--- config.mk ---
export PLATFORM = sky130hd
export DESIGN_NAME = icache_mshr_downstream_arb_flat
export DESIGN_NICKNAME = d
export VERILOG_FILES = /design/src/rtl/icache_mshr_downstream_arb_if.sv /design/src/rtl/icache_mshr_downstream_arb.sv /design/src/flat_wrapper.sv
export SDC_FILE = /design/constraint.sdc
export NUM_CORES = 1
export LEC_CHECK = 0
export BUFFER_PORTS_ARGS = -buffer_cell sky130_fd_sc_hd__buf_2
export CAP_MARGIN = 20
export CORE_AREA = 2 2 125 127
export CTS_CLUSTER_DIAMETER = 200
export DETAILED_ROUTE_END_ITERATION = 16
export DIE_AREA = 0 0 127 129
export PLACE_DENSITY = 0.67
export SLEW_MARGIN = 30
export SYNTH_ARGS = -nofsm -noshare
export SYNTH_HDL_FRONTEND = slang
export SYNTH_SLANG_ARGS = --single-unit
--- constraint.sdc ---
create_clock -name clk -period 4.8 [get_ports clk]
set_clock_uncertainty 0.1 [all_clocks]
set_input_delay 0.24 -clock clk [delete_from_list [all_inputs] [get_ports clk]]
set_output_delay 0.24 -clock clk [all_outputs]
set_load 0.005 [all_outputs]
--- src/rtl/icache_mshr_downstream_arb_if.sv ---
// Request/response bundle between the MSHR entry array, the downstream
// arbiter and the L2/bus port. The arbiter uses the slave modport and the
// MSHR/downstream side uses the master modport. The payload is opaque to the
// arbiter, so it is carried as a plain vector of PLD_W bits.
interface icache_mshr_downstream_arb_if #(
  parameter  int MSHR_ENTRY_NUM = 8,
  parameter  int OST_MAX        = 4,
  parameter  int PLD_W          = 32,
  localparam int ID_W           = (MSHR_ENTRY_NUM > 1) ? $clog2(MSHR_ENTRY_NUM) : 1,
  localparam int CNT_W          = $clog2(OST_MAX + 1)
);

  typedef logic [PLD_W-1:0] pc_req_t;

  // Per-entry request side
  logic    [MSHR_ENTRY_NUM-1:0] entry_txreq_vld;
  pc_req_t [MSHR_ENTRY_NUM-1:0] entry_txreq_pld;
  logic    [MSHR_ENTRY_NUM-1:0] entry_txreq_rdy;

  // Downstream request side
  logic                         downstream_txreq_vld;
  logic                         downstream_txreq_rdy;
  pc_req_t                      downstream_txreq_pld;
  logic    [ID_W-1:0]           downstream_txreq_id;

  // Downstream response and status
  logic                         downstream_rsp_vld;
  logic    [ID_W-1:0]           downstream_rsp_id;
  logic    [MSHR_ENTRY_NUM-1:0] linefill_done;
  logic    [CNT_W-1:0]          ost_cnt;
  logic                         ost_err;

  modport slave (
    input  entry_txreq_vld, entry_txreq_pld, downstream_txreq_rdy,
           downstream_rsp_vld, downstream_rsp_id,
    output entry_txreq_rdy, downstream_txreq_vld, downstream_txreq_pld,
           downstream_txreq_id, linefill_done, ost_cnt, ost_err
  );

  modport master (
    output entry_txreq_vld, entry_txreq_pld, downstream_txreq_rdy,
           downstream_rsp_vld, downstream_rsp_id,
    input  entry_txreq_rdy, downstream_txreq_vld, downstream_txreq_pld,
           downstream_txreq_id, linefill_done, ost_cnt, ost_err
  );

endinterface

--- src/rtl/icache_mshr_downstream_arb.sv ---
// Shares the single icache downstream request channel between all MSHR
// entries: round-robin pick among requesting entries, one registered output
// stage, a credit counter bounding outstanding linefills (a credit is taken
// when a request enters the output stage), and decode of linefill responses
// into one-cycle per-entry done pulses.
module icache_mshr_downstream_arb #(
  parameter  int MSHR_ENTRY_NUM = 8,
  parameter  int OST_MAX        = 4,
  parameter  int PLD_W          = 32,
  localparam int ID_W           = (MSHR_ENTRY_NUM > 1) ? $clog2(MSHR_ENTRY_NUM) : 1,
  localparam int CNT_W          = $clog2(OST_MAX + 1)
) (
  input logic                          clk,
  input logic                          rst_n,
  icache_mshr_downstream_arb_if.slave  bus
);

  // Round-robin pointer: last granted entry
  logic [ID_W-1:0]           rr_ptr_q, rr_ptr_d;
  // Output stage
  logic                      out_vld_q, out_vld_d;
  logic [PLD_W-1:0]          out_pld_q, out_pld_d;
  logic [ID_W-1:0]           out_id_q, out_id_d;
  // Credits and error flag
  logic [CNT_W-1:0]          ost_cnt_q, ost_cnt_d;
  logic                      ost_err_q, ost_err_d;
  // Response decode
  logic [MSHR_ENTRY_NUM-1:0] linefill_done_q, linefill_done_d;

  logic                      win_found;
  logic [ID_W-1:0]           win_id;
  logic [ID_W-1:0]           cand;
  logic                      credit_ok;
  logic                      out_free;
  logic                      load;

  // Round-robin search starting just above the last winner, wrapping around
  always_comb begin
    // NOTE: every always_comb output gets a default first so no path leaves it unassigned (no latch).
    win_found = 1'b0;
    win_id    = '0;
    cand      = '0;
    for (int i = 1; i <= MSHR_ENTRY_NUM; i++) begin
      cand = ID_W'((int'(rr_ptr_q) + i) % MSHR_ENTRY_NUM);
      if (!win_found && bus.entry_txreq_vld[cand]) begin
        win_found = 1'b1;
        win_id    = cand;
      end
    end
  end

  assign credit_ok = (ost_cnt_q < CNT_W'(OST_MAX));
  assign out_free  = ~out_vld_q | bus.downstream_txreq_rdy;
  assign load      = win_found & credit_ok & out_free;

  // Accept goes only to the winning entry, and only when it is actually loaded
  always_comb begin
    bus.entry_txreq_rdy = '0;
    if (load) begin
      bus.entry_txreq_rdy[win_id] = 1'b1;
    end
  end

  // Output stage: load the winner, otherwise drop valid once it transfers
  always_comb begin
    out_vld_d = out_vld_q;
    out_pld_d = out_pld_q;
    out_id_d  = out_id_q;
    rr_ptr_d  = rr_ptr_q;
    if (load) begin
      out_vld_d = 1'b1;
      out_pld_d = bus.entry_txreq_pld[win_id];
      out_id_d  = win_id;
      rr_ptr_d  = win_id;
    end else if (bus.downstream_txreq_rdy) begin
      out_vld_d = 1'b0;
    end
  end

  // Credit counter: +1 on load, -1 on response; a response with no credit
  // outstanding is flagged and does not underflow
  always_comb begin
    ost_cnt_d = ost_cnt_q;
    ost_err_d = ost_err_q;
    if (bus.downstream_rsp_vld && (ost_cnt_q == '0)) begin
      ost_err_d = 1'b1;
      ost_cnt_d = ost_cnt_q + CNT_W'(load);
    end else if (load && !bus.downstream_rsp_vld) begin
      ost_cnt_d = ost_cnt_q + CNT_W'(1);
    end else if (!load && bus.downstream_rsp_vld) begin
      ost_cnt_d = ost_cnt_q - CNT_W'(1);
    end
  end

  // Response id decode; ids outside the entry range produce no pulse
  always_comb begin
    linefill_done_d = '0;
    for (int i = 0; i < MSHR_ENTRY_NUM; i++) begin
      linefill_done_d[i] = bus.downstream_rsp_vld && (bus.downstream_rsp_id == ID_W'(i));
    end
  end

  // State registers; entry 0 has first priority after reset
  always_ff @(posedge clk or negedge rst_n) begin
    if (!rst_n) begin
      rr_ptr_q        <= ID_W'(MSHR_ENTRY_NUM - 1);
      out_vld_q       <= 1'b0;
      // NOTE: the payload register is reset too because it drives an output that must read 0 in reset.
      out_pld_q       <= '0;
      out_id_q        <= '0;
      ost_cnt_q       <= '0;
      ost_err_q       <= 1'b0;
      linefill_done_q <= '0;
    end else begin
      // NOTE: non-blocking assignments so every flop samples pre-edge values.
      rr_ptr_q        <= rr_ptr_d;
      out_vld_q       <= out_vld_d;
      out_pld_q       <= out_pld_d;
      out_id_q        <= out_id_d;
      ost_cnt_q       <= ost_cnt_d;
      ost_err_q       <= ost_err_d;
      linefill_done_q <= linefill_done_d;
    end
  end

  assign bus.downstream_txreq_vld = out_vld_q;
  assign bus.downstream_txreq_pld = out_pld_q;
  assign bus.downstream_txreq_id  = out_id_q;
  assign bus.ost_cnt              = ost_cnt_q;
  assign bus.ost_err              = ost_err_q;
  assign bus.linefill_done        = linefill_done_q;

endmodule

--- src/flat_wrapper.sv ---
// flat-port wrapper written by rule: the top's interface ports become plain ports
module icache_mshr_downstream_arb_flat 
#(
  parameter  int MSHR_ENTRY_NUM = 8,
  parameter  int OST_MAX        = 4,
  parameter  int PLD_W          = 32,
  localparam int ID_W           = (MSHR_ENTRY_NUM > 1) ? $clog2(MSHR_ENTRY_NUM) : 1,
  localparam int CNT_W          = $clog2(OST_MAX + 1)
)
  (clk, rst_n, bus_entry_txreq_vld, bus_entry_txreq_pld, bus_downstream_txreq_rdy, bus_downstream_rsp_vld, bus_downstream_rsp_id, bus_entry_txreq_rdy, bus_downstream_txreq_vld, bus_downstream_txreq_pld, bus_downstream_txreq_id, bus_linefill_done, bus_ost_cnt, bus_ost_err);
  icache_mshr_downstream_arb_if #(.MSHR_ENTRY_NUM(MSHR_ENTRY_NUM), .OST_MAX(OST_MAX), .PLD_W(PLD_W)) bus_i ();
  input logic clk;
  input logic rst_n;
  input wire logic [$bits(bus_i.entry_txreq_vld)-1:0] bus_entry_txreq_vld;
  input wire logic [$bits(bus_i.entry_txreq_pld)-1:0] bus_entry_txreq_pld;
  input wire logic [$bits(bus_i.downstream_txreq_rdy)-1:0] bus_downstream_txreq_rdy;
  input wire logic [$bits(bus_i.downstream_rsp_vld)-1:0] bus_downstream_rsp_vld;
  input wire logic [$bits(bus_i.downstream_rsp_id)-1:0] bus_downstream_rsp_id;
  output wire logic [$bits(bus_i.entry_txreq_rdy)-1:0] bus_entry_txreq_rdy;
  output wire logic [$bits(bus_i.downstream_txreq_vld)-1:0] bus_downstream_txreq_vld;
  output wire logic [$bits(bus_i.downstream_txreq_pld)-1:0] bus_downstream_txreq_pld;
  output wire logic [$bits(bus_i.downstream_txreq_id)-1:0] bus_downstream_txreq_id;
  output wire logic [$bits(bus_i.linefill_done)-1:0] bus_linefill_done;
  output wire logic [$bits(bus_i.ost_cnt)-1:0] bus_ost_cnt;
  output wire logic [$bits(bus_i.ost_err)-1:0] bus_ost_err;
  assign bus_i.entry_txreq_vld = bus_entry_txreq_vld;
  assign bus_i.entry_txreq_pld = bus_entry_txreq_pld;
  assign bus_i.downstream_txreq_rdy = bus_downstream_txreq_rdy;
  assign bus_i.downstream_rsp_vld = bus_downstream_rsp_vld;
  assign bus_i.downstream_rsp_id = bus_downstream_rsp_id;
  assign bus_entry_txreq_rdy = bus_i.entry_txreq_rdy;
  assign bus_downstream_txreq_vld = bus_i.downstream_txreq_vld;
  assign bus_downstream_txreq_pld = bus_i.downstream_txreq_pld;
  assign bus_downstream_txreq_id = bus_i.downstream_txreq_id;
  assign bus_linefill_done = bus_i.linefill_done;
  assign bus_ost_cnt = bus_i.ost_cnt;
  assign bus_ost_err = bus_i.ost_err;
  icache_mshr_downstream_arb #(.MSHR_ENTRY_NUM(MSHR_ENTRY_NUM), .OST_MAX(OST_MAX), .PLD_W(PLD_W)) u_core (.clk(clk), .rst_n(rst_n), .bus(bus_i));
endmodule
# == Word level (Yosys, flattened, before mapping) ==
# Cells that the tools add are included.
# totals
out_inout_bits,56
register_bits,51
input_bits,271
wordCells,114
# classes
n_addsub,11
bitwise,4
n_eq_ne,7
magnitude_cmp,11
n_reduce_logical,32
n_mux,42
# op_table
cell,n
binary-select mux 32 bit (select 3 bit),1
"less-than comparator 3 x 4 -> 1 bit, second input constant",9
2-to-1 mux 3 bit,11
2-to-1 mux 32 bit,1
binary-select mux 1 bit (select 3 bit),8
logical AND 1 bit,19
2-to-1 mux 1 bit,19
"adder 3 bit, second input constant",4
"== test 3 bit, second input constant",4
"adder 3 x 1 -> 3 bit, second input constant",3
logical NOT 1 bit,9
2-to-1 mux 8 bit,1
"adder 3 x 2 -> 3 bit, second input constant",2
"== test 3 x 2 -> 1 bit, second input constant",2
logical NOT 3 bit,2
adder 3 x 1 -> 3 bit,1
demux 1 bit (select 3 bit),1
"== test 3 x 1 -> 1 bit, second input constant",1
">= comparator 3 x 1 -> 1 bit, second input constant",1
"less-than comparator 3 bit, second input constant",1
nonzero test 3 bit,1
"subtractor 3 x 1 -> 3 bit, second input constant",1
AND 1 bit,2
nonzero test 2 bit,1
other kinds (2),2

# == Logic depth before layout (Yosys ltp) ==
# Gate-level depths: netlist (run 1).
# logic_depth
word_depth,32
depth_mapped,20
mapped_depth_nobuf,16

# == Worst setup path after synthesis (run 1) ==
# OpenSTA, ideal clock, no wires.
# synth_path
kind,register -> register
start,reg u_core.rr_ptr_q[1]
end,reg u_core.ost_cnt_q[2] (netlist: u_core.bus.ost_cnt[2])
synth_period_minus_slack_ps,4352
setup_ps,129
stages_incl_launch_ff,19
path_slack_ps,448
t_arrival_ps,4123
path_buffers,4
required_time_ps,4571
cell_sequence,dfstp_2 > buf_6 > clkbuf_1 > inv_1 > ha_1 > buf_2 > mux2i_1 > mux2i_1 > o221ai_1 > nand4bb_4 > nor3_1 > or3_1 > buf_2 > o21ai_0 > fa_1 > o21ai_0 > nor3_1 > o21ai_0 > nand3_1
# synth_between
elab_chain_len,30
word_cells_on_any_way,55
cone_classes,9 x add/sub; 26 x mux; 2 x bitwise; 18 x reduce/logical
# synth_lines
item,line,text
"start, declared",icache_mshr_downstream_arb.sv:19,"logic [ID_W-1:0] rr_ptr_q, rr_ptr_d;"
"start signal, assigned",icache_mshr_downstream_arb.sv:106,rr_ptr_q <= ID_W'(MSHR_ENTRY_NUM - 1);
"start signal, assigned",icache_mshr_downstream_arb.sv:116,rr_ptr_q <= rr_ptr_d;
adder 3 x 1 -> 3 bit,icache_mshr_downstream_arb.sv:44,cand = ID_W'((int'(rr_ptr_q) + i) % MSHR_ENTRY_NUM);
binary-select mux 1 bit (select 3 bit),icache_mshr_downstream_arb.sv:45,if (!win_found && bus.entry_txreq_vld[cand]) begin
2-to-1 mux 1 bit (implied by the code),icache_mshr_downstream_arb.sv:45,
2-to-1 mux 1 bit,icache_mshr_downstream_arb.sv:45,
logical NOT 1 bit,icache_mshr_downstream_arb.sv:45,
logical AND 1 bit,icache_mshr_downstream_arb.sv:45,
2-to-1 mux 1 bit,icache_mshr_downstream_arb.sv:45,
logical NOT 1 bit,icache_mshr_downstream_arb.sv:45,
(+11 left out),-,
logical NOT 1 bit,icache_mshr_downstream_arb.sv:45,
logical AND 1 bit,icache_mshr_downstream_arb.sv:45,
2-to-1 mux 1 bit,icache_mshr_downstream_arb.sv:45,
logical NOT 1 bit,icache_mshr_downstream_arb.sv:45,
logical AND 1 bit,icache_mshr_downstream_arb.sv:45,
2-to-1 mux 1 bit *,icache_mshr_downstream_arb.sv:45,
AND 1 bit * (2 in series),icache_mshr_downstream_arb.sv:54,assign load = win_found & credit_ok & out_free;
branches (longest 3 deep; another with adder 3 x 1 -> 3 bit),-,
"end signal, assigned",icache_mshr_downstream_arb.sv:120,ost_cnt_q <= ost_cnt_d;
"end, declared",icache_mshr_downstream_arb.sv:25,"logic [CNT_W-1:0] ost_cnt_q, ost_cnt_d;"
# Mark *: on every way between the ends. The select of a mux whose other input is x is not followed.
# A chain may end at the register's enable or synchronous reset.

# == Worst setup path in the final report (run 1) ==
# layout_path
start,reg u_core.rr_ptr_q[0]
end,out bus_entry_txreq_rdy[2]
# layout_between
elab_chain_len,30
word_cells_on_any_way,62
cone_classes,8 x add/sub; 2 x order compare; 35 x mux; 2 x bitwise; 15 x reduce/logical
# layout_lines
item,line,text
adder 3 x 1 -> 3 bit,icache_mshr_downstream_arb.sv:44,
binary-select mux 1 bit (select 3 bit),icache_mshr_downstream_arb.sv:45,
2-to-1 mux 1 bit (implied by the code),icache_mshr_downstream_arb.sv:45,
2-to-1 mux 1 bit,icache_mshr_downstream_arb.sv:45,
logical NOT 1 bit,icache_mshr_downstream_arb.sv:45,
logical AND 1 bit,icache_mshr_downstream_arb.sv:45,
2-to-1 mux 1 bit,icache_mshr_downstream_arb.sv:45,
logical NOT 1 bit,icache_mshr_downstream_arb.sv:45,
(+14 left out),-,
logical NOT 1 bit,icache_mshr_downstream_arb.sv:45,
logical AND 1 bit,icache_mshr_downstream_arb.sv:45,
2-to-1 mux 3 bit,icache_mshr_downstream_arb.sv:45,
less-than comparator 3 x 4 -> 1 bit (implied by the code) or >= comparator 3 x 1 -> 1 bit (tied branches),icache_mshr_downstream_arb.sv:60,bus.entry_txreq_rdy[win_id] = 1'b1;
logical AND 1 bit (implied by the code),icache_mshr_downstream_arb.sv:60,
2-to-1 mux 1 bit (implied by the code),icache_mshr_downstream_arb.sv:60,
demux 1 bit (select 3 bit),-,
2-to-1 mux 8 bit *,icache_mshr_downstream_arb.sv:59,if (load) begin
"end, declared",flat_wrapper.sv:19,output wire logic [$bits(bus_i.entry_txreq_rdy)-1:0] bus_entry_txreq_rdy;
# Every way passes the cells marked *; elsewhere a longest branch is shown, timed or not. The select of a mux whose other input is x is not followed.

==> impl_metrics.py, run 1 <==
metrics = {
    "logic_synthesis": {
        "ys.warnings.count": 0,
        "yosys-top-cells-count": "nand2_1 (82), nand3_1 (69), dfrtp_1 (48), mux2i_1 (43), o22ai_1 (36)",
        "synth-edff-count": 0,
        "yosysTopAreaCellShare_pct": 23.4,
        "synth_area_per_cell_um2": 8.71,
        "ys_top_cells_by_area": "dfrtp_1 (23%), mux2i_1 (8.4%), nor3b_2 (7.3%)",
        "syn_area_um2": 5140,
        "synth_ff_type": "dfrtp_1",
        "synth_cell_type_count": 55,
        "netlist_instances": 590,
        "yosysTopAreaCell": "dfrtp_1",
        "yosys_register_bits": 51,
        "synth_seq_area_share_pct": 24.9,
        "synth.most_common_cell": "nand2_1",
        "synth_nets": 865,
        "async_flop_share_pct": 100,
    },
    "power_and_ir_drop": {
        "vdd_drop_max_v": 0.000520,
        "p_clk_share_pct": 6.7,
        "leakagePower_nw": 3.46,
        "power.switching_w": 0.00337,
        "p_per_area_nw_per_um2": 915,
        "pwr-share-comb_pct": 80.7,
        "power.total_w": 0.00651,
        "sequentialPowerShare_pct": 12.6,
        "swShare_pct": 51.8,
        "p_int_w": 0.00314,
    },
    "die": {
        "die_h_um": 129,
        "ios": 327,
        "core-area_um2": 15000,
        "die_w_um": 127,
        "initial_core_util_pct": 34.3,
        "die_area_um2": 16400,
        "rows": 45,
    },
    "grt": {
        "grt_usage_pct": 22.6,
        "antenna_found_initial": 2,
        "grt_pass1_vias": 5505,
        "grt_pass1_wl_um": 29400,
        "gr-total-overflow": 0,
        "grt_max_degree": 95,
    },
    "worst_setup_path": {
        "cp-end-kind": "output pin",
        "startpoint_type": "flip-flop",
        "crit_arrival_ns": 4.13,
        "crit_required_ns": 4.46,
        "cp_max_fo": 35,
        "crit_type": "flip-flop to output pin",
    },
    "clock_network": {
        "cts_sinks": 51,
        "clock_path_buffers": 2,
        "postCtsSetupBuffers": 0,
        "cts_tree": "done",
        "cts_max_level": 2,
        "cts-root-buf": "clkbuf_16",
        "clk_latency_ns": 0.30,
        "path_clk_slew_ns": 0.08,
        "cts_inserted_buffers": 5,
    },
    "drt": {
        "firstDrtPassIters": 4,
        "num_vias": 5795,
        "routed_wl_um": 19300,
        "vias_per_cell": 5.39,
        "antenna_left": 0,
        "routedWlPerCell_um": 18.0,
        "drt_iter0_drc": 278,
        "drc": 0,
    },
    "sta": {
        "tightestPinTransition_ns": 0.700,
        "setup_viol": 0,
        "setup_tns_ns": 0,
        "layout_worst_path_cycle_share_pct": 93.2,
        "fin_crit_ns": 4.47,
        "hold_viol": 0,
        "fmax_mhz": 223,
        "drv_slew": 0,
        "rsz0062_at_grt": "no",
        "max-slew-margin-rel_pct": 53.3,
    },
    "finish": {
        "fin_cells": 1075,
        "synthToLayoutAreaGrowth_pct": 38.5,
        "drive_gt1_share_pct": 49.5,
        "fin_nets": 1159,
        "final_util_pct": 47.5,
    },
    "job": {
        "max_cap_viol_count": 0,
    },
    "placed_design": {
        "numPortBuffers": 326,
        "dp_hpwl_um": 14700,
        "dpl.cell_count": 1064,
        "globalplace.congestion": 0.887,
    },
    "min_path": {
        "hold_class": "primary input to flip-flop",
    },
    "run_status": {
        "status": "complete, no violations",
    },
}
-- critical path, cell delays in order, from the launching register on --
cell	delay [ns]
dfstp_4	0.76
clkinv_1	0.12
ha_1	0.52
mux2i_1	0.33
mux2i_1	0.12
o221ai_2	0.33
o211ai_1	0.23
o21bai_1	0.24
a22oi_2	0.29
buf_6	0.33
nand2_1	0.25
nor2_1	0.17
buf_2	0.12
-- cell families after synthesis --
family / count (synthesis) / synth area share [%]
AO/OA/AOI/OAI: 104 / 14.7
XOR/XNOR: 5 / 0.998
adder cells (fa/ha/maj): 4 / 1.12
buffers and inverters: 64 / 6.04
flip-flops: 51 / 24.9
multiplexers: 92 / 22.3
AND/OR/NAND/NOR: 270 / 30.0
-- placed cells by master (no fill, tap or decap), types with 4 or more instances in the layout --
cell,instances
nor2_1,24
o22ai_1,36
nor3b_2,30
nand3_1,69
buf_4,11
mux2_2,28
a21oi_1,5
buf_2,326
o21ai_0,11
mux2i_1,43
nand2b_1,7
mux2_1,5
mux4_2,14
nor3_1,8
and3_1,33
nor2b_1,4
dfrtp_1,48
clkbuf_16,5
inv_1,7
o2111ai_1,32
nand2_1,82
-- worst paths after layout --
path / startpoint / to / slack (ns) / depth (start not counted)
max in group asynchronous: rst_n / u_core.bus.downstream_txreq_id[0]$_DFFE_PN0P_ / 3.61 / 3
min in group asynchronous: rst_n / u_core.bus.downstream_txreq_pld[13]$_DFFE_PN0P_ / 0.51 / 3
hold / removal: bus_downstream_rsp_id[2] / u_core.bus.linefill_done[2]$_DFF_PN0_ / 0.05 / 2
setup / recovery: u_core.rr_ptr_q[0]$_DFFE_PN1P_ / bus_entry_txreq_rdy[2] / 0.33 / 12
hold reg to reg: u_core.bus.ost_err$_DFFE_PN0P_ / u_core.bus.ost_err$_DFFE_PN0P_ / 0.38 / 1
setup reg to reg: u_core.rr_ptr_q[0]$_DFFE_PN1P_ / u_core.bus.ost_cnt[2]$_DFFE_PN0P_ / 0.42 / 14
-- layout make-up --
cell class	count	area, µm²
timing repair buffer	343	1810
inverter	8	30.0
antenna	2	5.00
sequential	51	1280
fill	1478	7860
multi-input combinational	475	3580
clock inverter	3	47.5
clock buffer	5	125
tap	188	235
-- power by group through the flow --
stage | clock [W] | sequential [W] | combinational [W]
after floorplan | 0 | 0.000766 | 0.00401
after global placement | 0 | 0.000821 | 0.00515
after detailed placement | 0 | 0.000816 | 0.00521
after CTS | 0.000444 | 0.000816 | 0.00522
after global routing | 0.000459 | 0.000850 | 0.00575
final | 0.000434 | 0.000821 | 0.00526
-- timing repair --
item,CTS,global route
endpoints found under the hold margin,9,0
setup endpoints to repair,0,28
gates resized for setup,0,4
hold buffers,1,0
-- metrics by stage --
stage / area (µm²) / setup slack, ns / hold slack, ns
after global routing: 7110 / 0.0323 / 0.0541
after detailed placement: 6910 / 0.225 / 0.324
final: 7120 / 0.326 / 0.0468
after global placement: 6910 / 0.417 / 0.312
after floorplan: 5140 / 0.448 / -0.156
after CTS: 7090 / 0.0924 / 0.0405
-- sequential cells by signal, indices dropped and copies added (netlist names) --
register / flops
u_core.rr_ptr_q: 3
u_core.bus.downstream_txreq_pld: 32
u_core.bus.linefill_done: 8
u_core.bus.downstream_txreq_vld: 1
u_core.bus.downstream_txreq_id: 3
u_core.bus.ost_err: 1
u_core.bus.ost_cnt: 3
-- metal layers --
metal / GRT usage, % / vias up / wire length, µm
met1: 29.2 / 2715 / 7860
met5: 0 / - / 11
met2: 38.3 / 244 / 9760
met4: 5.95 / 2 / 288
li1: - / 2811 / -
met3: 5.24 / 23 / 1400
Power figures use the tool's default switching activity.
==> run 2, diff against run 1 <==
Settings changed: ABC_AREA set to 1, PLACE_DENSITY 0.67 to 0.71, TNS_END_PERCENT set to 30.
==> impl_metrics.py, run 2 <==
metrics = {
    "clock_network": {
        "clock_path_buffers": 2,
        "cts_inserted_buffers": 5,
        "cts_tree": "done",
        "clk_latency_ns": 0.31,
        "postCtsSetupBuffers": 0,
        "path_clk_slew_ns": 0.09,
        "cts_sinks": 51,
        "cts_max_level": 2,
        "cts-root-buf": "clkbuf_16",
    },
    "die": {
        "die_h_um": 129,
        "initial_core_util_pct": 38.2,
        "core-area_um2": 15000,
        "die_area_um2": 16400,
        "rows": 45,
        "die_w_um": 127,
        "ios": 327,
    },
    "logic_synthesis": {
        "yosysTopAreaCell": "nand2_1",
        "ys.warnings.count": 0,
        "netlist_instances": 1037,
        "synth_nets": 1312,
        "synth-edff-count": 0,
        "synth.most_common_cell": "nand2_1",
        "yosys-top-cells-count": "nand2_1 (482), nand3_1 (190), nor2_1 (94), inv_1 (58), dfrtp_1 (48)",
        "async_flop_share_pct": 100,
        "yosysTopAreaCellShare_pct": 31.6,
        "ys_top_cells_by_area": "nand2_1 (32%), dfrtp_1 (21%), nand3_1 (17%)",
        "synth_ff_type": "dfrtp_1",
        "yosys_register_bits": 51,
        "syn_area_um2": 5720,
        "synth_cell_type_count": 33,
        "synth_area_per_cell_um2": 5.52,
        "synth_seq_area_share_pct": 22.4,
    },
    "grt": {
        "use_met1_pct": 32.4,
        "grt.met2_usage_pct": 45.3,
        "grt_pass1_vias": 6822,
        "gr-usage-met3_pct": 5.70,
        "grt-busiest-layer": "met2",
        "gr-total-overflow": 0,
        "grt_pass1_wl_um": 34200,
        "grt_usage_pct": 26.3,
        "grt_max_degree": 130,
        "antenna_found_initial": 3,
    },
    "min_path": {
        "holdPathStages": 3,
        "hold_class": "primary input to flip-flop",
        "min_to": "u_core.bus.linefill_done[3]$_DFF_PN0_",
        "worstHoldStart": "bus_downstream_rsp_id[1]",
    },
    "drt": {
        "vias_per_cell": 4.94,
        "drt_iter0_drc": 404,
        "routed_wl_um": 22300,
        "drc": 0,
        "num_vias": 7453,
        "routedWlPerCell_um": 14.8,
        "firstDrtPassIters": 4,
        "antenna_left": 0,
    },
    "finish": {
        "synthToLayoutAreaGrowth_pct": 31.5,
        "drive_gt1_share_pct": 32.1,
        "regArea_um2": 1280,
        "final_common_cell": "nand2_1",
        "fin_nets": 1593,
        "largest_register_ffs": 32,
        "multi_input_area_um2": 3840,
        "final_util_pct": 50.2,
        "nFillCells": 1656,
        "mostFrequentLayoutCells": "nand2_1 (482), buf_2 (326), nand3_1 (190), nor2_1 (94), inv_1 (58)",
    },
    "placed_design": {
        "numPortBuffers": 326,
        "globalplace.congestion": 0.926,
        "dp_hpwl_um": 16900,
    },
    "sta": {
        "drv_slew": 0,
        "setup_viol": 0,
        "setup_tns_ns": 0,
        "tightestPinTransition_ns": 0.708,
        "fin_crit_ns": 4.23,
        "fmax_mhz": 236,
        "rsz0062_at_grt": "no",
        "max-slew-margin-rel_pct": 52.8,
        "hold_viol": 0,
        "layout_worst_path_cycle_share_pct": 88.2,
    },
    "worst_setup_path": {
        "startpoint_type": "flip-flop",
        "cp-end-kind": "output pin",
        "crit_required_ns": 4.46,
        "r2r_slack_ns": 0.76,
        "r2r_cells": 18,
        "r2r-end": "u_core.bus.downstream_txreq_pld[18]$_DFFE_PN0P_",
        "crit_type": "flip-flop to output pin",
        "cp-startpoint": "u_core.rr_ptr_q[0]$_DFFE_PN1P_",
        "cp_max_fo": 19,
        "reg2reg_from": "u_core.rr_ptr_q[0]$_DFFE_PN1P_",
        "crit_arrival_ns": 3.89,
    },
    "job": {
        "max_cap_viol_count": 0,
    },
    "run_status": {
        "status": "complete, no violations",
    },
}
==> run 2: cell types whose count changed in the layout (fill, tap and decap cells not counted), moves of 33 or more <==
cell | previous run | this run
inv_1 | 7 | 58
nor2_1 | 24 | 94
and3_1 | 33 | 0
nand2_1 | 82 | 482
nand3_1 | 69 | 190
o22ai_1 | 36 | 0
mux2i_1 | 43 | 0
==> run 2: through the flow <==
stage | hold slack, ns | instances | instance area, µm² | setup slack (ns)
6_report | 0.0961 | 1510 | 7520 | 0.567
5_1_grt | 0.0826 | 1510 | 7520 | 0.154
4_1_cts | 0.0855 | 1507 | 7510 | 0.486
3_5_place_dp | 0.324 | 1498 | 7350 | 0.799
3_3_place_gp | 0.317 | 1498 | 7350 | 0.830
2_1_floorplan | -0.156 | 1037 | 5720 | 1.38
==> run 2: layer usage <==
| metal | wire, µm | part of all wire, % |
|---|---|---|
| met1 | 9160 | 41 |
| met5 | 0 | 0 |
| met4 | 512 | 2.3 |
| met2 | 10900 | 49 |
| met3 | 1800 | 8.1 |
==> run 2: cell type report <==
class	instances	area share (%)
Clock buffer	5	1.66
Multi-Input combinational cell	855	51.1
Timing Repair Buffer	339	23.4
Antenna cell	3	0.0998
Clock inverter	3	0.333
Inverter	66	3.29
Sequential cell	51	17.0
Tap cell	188	3.13
==> run 2: kinds of logic after synthesis <==
family | share of synthesized area, %
flip-flops | 22.4
adder cells (fa/ha/maj) | 1.01
buffers and inverters | 10.9
XOR/XNOR | 0.744
AO/OA/AOI/OAI | 1.44
AND/OR/NAND/NOR | 63.6
==> run 2: worst max-delay path by stage <==
stage | endpoint | slack, ns | cells past startpoint
2_1_floorplan | u_core.bus.ost_cnt[2]$_DFFE_PN0P_ | 1.38 | 20
4_1_cts | bus_entry_txreq_rdy[7] | 0.49 | 15
3_3_place_gp | u_core.bus.downstream_txreq_pld[18]$_DFFE_PN0P_ | 0.83 | 18
5_1_grt | bus_entry_txreq_rdy[5] | 0.15 | 19
6_report | bus_entry_txreq_rdy[1] | 0.57 | 16
3_5_place_dp | u_core.bus.downstream_txreq_pld[19]$_DFFE_PN0P_ | 0.80 | 18
==> run 2: worst max-delay path, stage by stage, from the launching register on <==
cell and delay (ns):
dfstp_2 0.68, inv_2 0.19, ha_1 0.43, inv_1 0.21, nand3_1 0.12, nand2_1 0.10, nand2_1 0.05, nand2_1 0.19
nand4_4 0.15, nor2_4 0.15, nand3_2 0.16, nor2_2 0.19, nor2_4 0.08, nor2_4 0.52, inv_1 0.12, nor2_1 0.11
buf_2 0.12
==> run 2: what timing repair did <==
action,in CTS,in global routing
setup endpoints to repair,0,0
hold buffers,1,0
hold endpoints to repair,29,0
resized for setup,0,0
Power of run 2 is left out: the tool's default activity adds up to more than one toggle a clock period on the data nets, which glitch-free logic cannot reach.
==> run 3, diff against run 2 <==
Settings changed: CORE_AREA 2 2 125 127 to 2 2 129 131, DIE_AREA 0 0 127 129 to 0 0 131 133, HOLD_SLACK_MARGIN set to 0.06, PLACE_DENSITY 0.71 to 0.67.
Clock period 4.8 ns to 5.1 ns, I/O delays scaled along.
==> impl_metrics.py, run 3 (synthesis gave the netlist of run 2 again) <==
metrics = {
    "clock_network": {
        "cts_inserted_buffers": 5,
        "cts_sinks": 51,
        "clk_latency_ns": 0.31,
        "path_clk_slew_ns": 0.08,
        "postCtsSetupBuffers": 0,
        "cts_max_level": 2,
        "cts_tree": "done",
        "clock_path_buffers": 2,
        "cts-root-buf": "clkbuf_16",
    },
    "grt": {
        "antenna_found_initial": 2,
        "grt-busiest-layer": "met2",
        "grt.met2_usage_pct": 43.9,
        "use_met1_pct": 30.7,
        "gr-usage-met3_pct": 4.53,
        "grt_pass1_wl_um": 34000,
        "grt_pass1_vias": 6741,
        "grt_max_degree": 73,
        "grt_usage_pct": 25.1,
        "gr-total-overflow": 0,
    },
    "die": {
        "rows": 47,
        "initial_core_util_pct": 35.4,
        "die_area_um2": 17400,
        "ios": 327,
        "core-area_um2": 16200,
        "die_w_um": 131,
        "die_h_um": 133,
    },
    "finish": {
        "largest_register_ffs": 32,
        "fin_nets": 1593,
        "synthToLayoutAreaGrowth_pct": 32.2,
        "final_common_cell": "nand2_1",
        "drive_gt1_share_pct": 32.1,
        "mostFrequentLayoutCells": "nand2_1 (482), buf_2 (326), nand3_1 (190), nor2_1 (94), inv_1 (58)",
    },
    "worst_setup_path": {
        "r2r-end": "u_core.bus.downstream_txreq_pld[31]$_DFFE_PN0P_",
        "crit_required_ns": 4.74,
        "r2r_slack_ns": 0.73,
        "startpoint_type": "flip-flop",
        "cp-end-kind": "output pin",
        "crit_type": "flip-flop to output pin",
        "cp_max_fo": 49,
        "r2r_cells": 20,
        "crit_arrival_ns": 4.40,
        "reg2reg_from": "u_core.rr_ptr_q[0]$_DFFE_PN1P_",
    },
    "sta": {
        "fmax_mhz": 210,
        "setup_viol": 0,
        "hold_viol": 0,
        "setup_ws_ns": 0.348,
        "max-slew-margin-rel_pct": 52.8,
        "drv_slew": 0,
        "setup_tns_ns": 0,
        "layout_worst_path_cycle_share_pct": 93.2,
        "tightestPinTransition_ns": 0.707,
        "rsz0062_at_grt": "no",
        "fin_crit_ns": 4.75,
    },
    "drt": {
        "firstDrtPassIters": 6,
        "routed_wl_um": 22700,
        "vias_per_cell": 4.77,
        "num_vias": 7351,
        "routedWlPerCell_um": 14.7,
        "drt_iter0_drc": 441,
        "drc": 0,
        "antenna_left": 0,
    },
    "job": {
        "max_cap_viol_count": 0,
    },
    "min_path": {
        "holdPathStages": 3,
        "hold_class": "primary input to flip-flop",
        "worstHoldStart": "bus_downstream_rsp_id[0]",
        "min_to": "u_core.bus.linefill_done[5]$_DFF_PN0_",
    },
    "placed_design": {
        "globalplace.congestion": 0.932,
        "dpl_worst_slack_ns": 0.615,
        "dp_hpwl_um": 17500,
        "numPortBuffers": 326,
    },
    "run_status": {
        "status": "complete, no violations",
    },
}
## run 3: cell types whose count changed in the layout (fill, tap and decap cells not counted)
cell	delta
nand2_4	-1
clkinv_4	+1
nand2_8	+1
buf_6	+1
diode_2	-1
clkinvlp_4	-1
buf_12	-1
## run 3: repair_timing
item | 4_1_cts | 5_1_grt
hold endpoints to repair | 48 | 0
resized for setup | 0 | 2
endpoints found under the setup margin | 0 | 4
hold buffers | 1 | 0
## run 3: worst max-delay path by stage
stage / from / endpoint / slack [ns]
global route: u_core.rr_ptr_q[0]$_DFFE_PN1P_ / bus_entry_txreq_rdy[3] / 0.06
global placement: u_core.rr_ptr_q[0]$_DFFE_PN1P_ / u_core.bus.downstream_txreq_pld[17]$_DFFE_PN0P_ / 0.72
detailed placement: u_core.rr_ptr_q[0]$_DFFE_PN1P_ / u_core.bus.downstream_txreq_pld[31]$_DFFE_PN0P_ / 0.62
CTS: u_core.rr_ptr_q[0]$_DFFE_PN1P_ / bus_entry_txreq_rdy[4] / 0.40
finish: u_core.rr_ptr_q[0]$_DFFE_PN1P_ / bus_entry_txreq_rdy[3] / 0.35
floorplan: u_core.rr_ptr_q[0]$_DFFE_PN1P_ / u_core.bus.ost_cnt[2]$_DFFE_PN0P_ / 1.68
## run 3: final cells by class
class | count | area (µm²)
antenna | 2 | 5.00
fill | 1771 | 8610
timing repair buffer | 339 | 1750
sequential | 51 | 1280
multi-input combinational | 855 | 3850
clock inverter | 3 | 26.3
tap | 220 | 275
clock buffer | 5 | 125
inverter | 66 | 248
## run 3: layer usage
layer	share of wire (%)	vias to the layer above	wire length [µm]
met5	0	-	0
met4	3.0	0	680
met3	7.3	43	1670
met2	49	339	11000
met1	41	3190	9300
li1	-	3779	-
## run 3: critical path, stage by stage (launching register included)
cell and delay [ns]:
dfstp_2 0.67, inv_2 0.18, ha_1 0.44, inv_1 0.22, nand3_1 0.13, nand2_1 0.10
nand2_1 0.05, nand2_1 0.21, nand3_2 0.15, o21ai_0 0.22, nand3b_4 0.41, buf_4 0.51
nand3_1 0.41, nor2_1 0.21, buf_2 0.13
## run 3: through the flow
step	util, %	area (µm²)	hold slack [ns]	std cells
after CTS	46.6	7540	0.105	1539
final	46.8	7560	0.113	1541
after detailed placement	45.6	7380	0.340	1530
after global routing	46.8	7560	0.115	1541
after global placement	45.6	7380	0.341	1530
after floorplan	-	5720	-0.141	1037
Power of run 3 is left out for the same reason.
